### src/rtl/stack_sequencer.sv
// Stack sequencer: turns decoded push/pop/call/ret ops into single-word memory transactions
// against a downward-growing stack held in external memory.
module stack_sequencer #(
   parameter logic [15:0] SP_TOP   = 16'h0100,
   parameter logic [15:0] SP_LIMIT = 16'h00FC
) (
   input  logic        clk_i,
   input  logic        rst_ni,
   input  logic        op_valid_i,
   input  logic [1:0]  op_code_i,
   input  logic [15:0] op_wdata_i,
   output logic        op_ready_o,
   output logic        mem_req_o,
   output logic        mem_we_o,
   output logic [15:0] mem_addr_o,
   output logic [15:0] mem_wdata_o,
   input  logic        mem_ack_i,
   input  logic [15:0] mem_rdata_i,
   output logic        done_o,
   output logic        rd_valid_o,
   output logic [15:0] rd_data_o,
   output logic [15:0] sp_o,
   output logic        overflow_o,
   output logic        underflow_o
);

   typedef enum logic [1:0] {
      StIdle = 2'd0,
      StWr   = 2'd1,
      StRd   = 2'd2
   } state_e;

   state_e      state_q, state_d;
   logic [15:0] sp_q, sp_d;
   logic        mem_req_q, mem_req_d;
   logic        mem_we_q, mem_we_d;
   logic [15:0] mem_addr_q, mem_addr_d;
   logic [15:0] mem_wdata_q, mem_wdata_d;
   logic [15:0] rd_data_q, rd_data_d;
   logic        done_q, done_d;
   logic        rd_valid_q, rd_valid_d;
   logic        overflow_q, overflow_d;
   logic        underflow_q, underflow_d;

   logic        accept;
   logic        is_pop;
   logic        stack_full;
   logic        stack_empty;

   assign op_ready_o  = (state_q == StIdle);
   assign accept      = op_valid_i && op_ready_o;
   // op_code bit 0 separates pop/ret from push/call; call/ret behave exactly like push/pop.
   assign is_pop      = op_code_i[0];
   assign stack_full  = (sp_q == SP_LIMIT);
   assign stack_empty = (sp_q == SP_TOP);

   always_comb begin
      state_d     = state_q;
      sp_d        = sp_q;
      mem_req_d   = mem_req_q;
      mem_we_d    = mem_we_q;
      mem_addr_d  = mem_addr_q;
      mem_wdata_d = mem_wdata_q;
      rd_data_d   = rd_data_q;
      done_d      = 1'b0;
      rd_valid_d  = 1'b0;
      overflow_d  = 1'b0;
      underflow_d = 1'b0;

      unique case (state_q)
         StIdle: begin
            if (accept) begin
               if (!is_pop) begin
                  if (stack_full) begin
                     overflow_d = 1'b1;
                  end else begin
                     state_d     = StWr;
                     mem_req_d   = 1'b1;
                     mem_we_d    = 1'b1;
                     mem_addr_d  = sp_q - 16'd1;
                     mem_wdata_d = op_wdata_i;
                  end
               end else begin
                  if (stack_empty) begin
                     underflow_d = 1'b1;
                  end else begin
                     state_d    = StRd;
                     mem_req_d  = 1'b1;
                     mem_we_d   = 1'b0;
                     mem_addr_d = sp_q;
                  end
               end
            end
         end
         StWr: begin
            if (mem_ack_i) begin
               state_d   = StIdle;
               mem_req_d = 1'b0;
               sp_d      = sp_q - 16'd1;
               done_d    = 1'b1;
            end
         end
         StRd: begin
            if (mem_ack_i) begin
               state_d    = StIdle;
               mem_req_d  = 1'b0;
               sp_d       = sp_q + 16'd1;
               rd_data_d  = mem_rdata_i;
               done_d     = 1'b1;
               rd_valid_d = 1'b1;
            end
         end
         default: begin
            state_d   = StIdle;
            mem_req_d = 1'b0;
         end
      endcase
   end

   // Reset abandons any in-flight transaction; a late ack then lands in idle and is ignored.
   always_ff @(posedge clk_i or negedge rst_ni) begin
      if (!rst_ni) begin
         state_q     <= StIdle;
         sp_q        <= SP_TOP;
         mem_req_q   <= 1'b0;
         mem_we_q    <= 1'b0;
         mem_addr_q  <= 16'h0000;
         mem_wdata_q <= 16'h0000;
         rd_data_q   <= 16'h0000;
         done_q      <= 1'b0;
         rd_valid_q  <= 1'b0;
         overflow_q  <= 1'b0;
         underflow_q <= 1'b0;
      end else begin
         state_q     <= state_d;
         sp_q        <= sp_d;
         mem_req_q   <= mem_req_d;
         mem_we_q    <= mem_we_d;
         mem_addr_q  <= mem_addr_d;
         mem_wdata_q <= mem_wdata_d;
         rd_data_q   <= rd_data_d;
         done_q      <= done_d;
         rd_valid_q  <= rd_valid_d;
         overflow_q  <= overflow_d;
         underflow_q <= underflow_d;
      end
   end

   assign mem_req_o   = mem_req_q;
   assign mem_we_o    = mem_we_q;
   assign mem_addr_o  = mem_addr_q;
   assign mem_wdata_o = mem_wdata_q;
   assign rd_data_o   = rd_data_q;
   assign sp_o        = sp_q;
   assign done_o      = done_q;
   assign rd_valid_o  = rd_valid_q;
   assign overflow_o  = overflow_q;
   assign underflow_o = underflow_q;

endmodule
### config.mk
export PLATFORM = sky130hd
export DESIGN_NAME = stack_sequencer
export DESIGN_NICKNAME = d
export VERILOG_FILES = /design/src/rtl/stack_sequencer.sv
export SDC_FILE = /design/constraint.sdc
export NUM_CORES = 1
export LEC_CHECK = 0
export ABC_CLOCK_PERIOD_IN_PS = 2630
export CAP_MARGIN = 20
export CORE_MARGIN = 3
export CORE_UTILIZATION = 30
export CTS_CLUSTER_DIAMETER = 40
export DETAILED_ROUTE_END_ITERATION = 10
export GPL_ROUTABILITY_DRIVEN = 0
export GPL_TIMING_DRIVEN = 0
export PLACE_DENSITY = 0.64
export SYNTH_ARGS = -nofsm -noshare
export SYNTH_HDL_FRONTEND = slang
export SYNTH_SLANG_ARGS = --single-unit
### constraint.sdc
create_clock -name clk_i -period 2.63 [get_ports clk_i]
set_input_delay 0.526 -clock clk_i [delete_from_list [all_inputs] [get_ports clk_i]]
set_output_delay 0.526 -clock clk_i [all_outputs]
set_load 0.03 [all_outputs]
==> results.yml <==
finish:
  final_cells: 556
  multi_input_area_um2: 1570
  fillCellCount: 1074
  drive_above_1_share_pct: 20.9
  utilization_pct: 45.6
  area_growth_pct: 44.9
  finish.net_count: 454
  regArea_um2: 1800
  antenna_cells: 0
floorplanning:
  start_util_pct: 31.5
  rows: 38
  ios: 109
  die_x_um: 114
  die_y_um: 114
  die-area_um2: 13000
  fp.coreArea_um2: 11100
critical_path:
  rr_startpoint: "sp_o[0]"
  crit_arrival_ns: 1.95
  critPathMaxFanout: 8
  critPathTopFamily: "buffers and inverters"
  critPathCaptureType: "primary output"
  cp.buffers_inverters: 2
  path_class: "reg2out"
  cp-start-kind: "flip-flop"
  worstPathRequired_ns: 2.10
  crit_slowest_cell: "clkdlybuf4s50_1"
  timing.critical_path.from: "state_q[0]"
  max_stage_delay_ns: 0.76
  cp_cell_sequence: "inv_1, ha_1, clkdlybuf4s50_1"
power_and_ir_drop:
  swShare_pct: 41.2
  p_per_area_nw_per_um2: 1290
  p_int_mw: 3.84
  irDropWorstVdd_mv: 0.568
  p_sw_mw: 2.69
  pwr-share-seq_pct: 28.6
  combPwrFrac_pct: 52.8
  power.leakage_nw: 2.11
  p_clk_share_pct: 18.6
clocking:
  clk_pin_slew_ns: 0.06
  cts_resized: 0
  cts_tree: "done"
  clk_latency_ns: 0.33
  htreeDepth: 3
  cts_buffers: 9
  postCtsHoldBufs: 0
  postCtsSetupRepairBufs: 0
  cts_buffer_depth: 2
  clockRootBuffer: "clkbuf_16"
  clkSinkCount: 72
placed_design:
  dp.cells: 540
  place_ws_ns: -0.185
  numPortBuffers: 107
  place_hpwl_um: 6320
sta:
  worst_slew_pin_slew_ns: 0.632
  fmax_mhz: 404
  setup_viol: 0
  setup_slack_ns: 0.157
  post-route-min-period_ns: 2.47
  maxSlewHeadroom_pct: 57.6
  drv_slew: 0
  skew_ns: 0.00391
  rsz0062_at_grt: "false"
  timing.hold.ws_ns: 0.133
  fin_crit_sh_pct: 94.0
  finalHoldViolations: 0
  fin_tns_setup_ns: 0
detailed_routing:
  via_per_inst: 4.78
  drc: 0
  routed-via-count: 2656
  drtAntennaViolNets: 0
  drt-initial-drc-count: 91
  drt-wirelength-per-cell_um: 15.0
  first_pass_iters: 4
  wl_um: 8360
synthesis:
  synth_async_sr_flop_share_pct: 100
  synth-seq-cells: 72
  synth.distinct_cells: 51
  syn_area_um2: 3490
  ys_seq_area_share_pct: 51.7
  ys.flop_type: "dfrtp_1"
  synthCells: 292
  synth_edf_count: 0
  ys_warn_count: 0
  syn_area_per_cell_um2: 11.9
  syn_nets: 335
grt:
  antenna_found_initial: 0
  grt_pass1_vias: 2761
  grt_max_degree: 43
  grtUsageTotal_pct: 13.6
  grt-ovfl-total: 0
  grt_pass1_wl_um: 14200
min_path:
  hold_class: "in2async"
job:
  max-cap-violations: 0
status:
  status: "completed"
-- cells by family (layout without fill, tap and decap cells) --
kind of cell / after synthesis / after routing / share of synthesized area [%]
AOI/OAI and AO/OA: 25 / 25 / 4.48
xor gates and xnor gates: 30 / 30 / 7.53
adders and majority gates: 5 / 5 / 1.79
buffers and inverters: 24 / 148 / 3.34
DFF: 72 / 72 / 51.7
muxes: 50 / 50 / 16.1
and+or+nand+nor: 86 / 86 / 15.1
-- synthesized netlist by cell type, types with 5 or more instances --
master / number / share of area (%)
dfrtp_1: 71 / 51
xnor2_1: 19 / 4.8
and3_1: 5 / 0.90
buf_2: 6 / 0.86
mux2_2: 47 / 15
a21oi_1: 6 / 0.86
xor2_1: 11 / 2.8
ha_1: 5 / 1.8
clkbuf_1: 6 / 0.65
inv_1: 9 / 0.97
nand2_1: 16 / 1.7
nor3_1: 12 / 1.7
o21ai_0: 6 / 0.86
nand4_1: 7 / 1.3
nor2_1: 15 / 1.6
-- cells in the final DEF, fill, tap and decap left out, drive strengths merged, types with 2 or more instances in the layout --
master,instances
clkdlybuf4s50,106
dfrtp,71
mux2,48
xnor2,19
nand2,17
nor2,15
nor3,15
clkbuf,15
xor2,11
buf,11
inv,10
nand4,8
o21ai,8
a21oi,6
and3,5
ha,5
nor4,5
nand3,4
clkinvlp,3
or3,3
nor4b,2
nand2b,2
a22oi,2
o31ai,2
mux2i,2
clkinv,2
-- worst reg2reg max path: cells and delay by family, from the launching register on --
kind	cells	cell delay, ns
DFF	1	0.47
buffers and inverters	2	0.29
and+or+nand+nor	4	0.86
adders and majority gates	1	0.28
muxes	1	0.33
-- power groups by stage --
stage,clock [mW],combinational [mW],sequential [mW]
global placement,0,3.44,1.87
floorplan,0,1.27,2.75
finish,1.21,3.44,1.86
CTS,1.24,3.48,1.88
detailed placement,0,3.47,1.89
global route,1.29,3.70,1.94
-- flip-flops by register name (all words and copies together) (netlist names) --
| signal | count |
|---|---|
| mem_addr_o | 16 |
| sp_o | 16 |
| overflow_o | 1 |
| mem_req_o | 1 |
| done_o | 1 |
| rd_valid_o | 1 |
| underflow_o | 1 |
| state_q | 2 |
| rd_data_o | 16 |
| mem_wdata_o | 16 |
| mem_we_o | 1 |
-- through the flow --
step	power, mW	instance area, µm²
after detailed placement	5.36	4760
after global placement	5.30	4730
final	6.52	5060
after floorplan	4.02	3490
after CTS	6.60	5060
after global routing	6.93	5060
-- per-layer routing --
metal | global-route usage (%) | part of all wire, %
met5 | 0 | 0
met3 | 4.40 | 8.4
met1 | 17.9 | 43
met4 | 4.28 | 1.4
met2 | 21.2 | 47
-- layout make-up --
cell class / count / area share [%]
Multi-Input combinational cell: 196 / 31.0
Buffer: 15 / 1.63
Tap cell: 140 / 3.46
Timing Repair Buffer: 108 / 21.7
Clock inverter: 7 / 1.41
Inverter: 9 / 0.668
Sequential cell: 72 / 35.7
Clock buffer: 9 / 4.45
-- worst paths after layout --
kind,slack (ns),cells after the start,to
hold reg to reg,0.48,2,mem_we_o
setup / recovery,0.16,3,op_ready_o
max in group asynchronous,1.95,2,state_q[1]
setup reg to reg,0.28,8,mem_addr_o[13]
hold / removal,0.13,1,mem_addr_o[13]
min in group clk_i,0.48,2,mem_we_o
No activity file was read; power rests on OpenSTA's default activity.
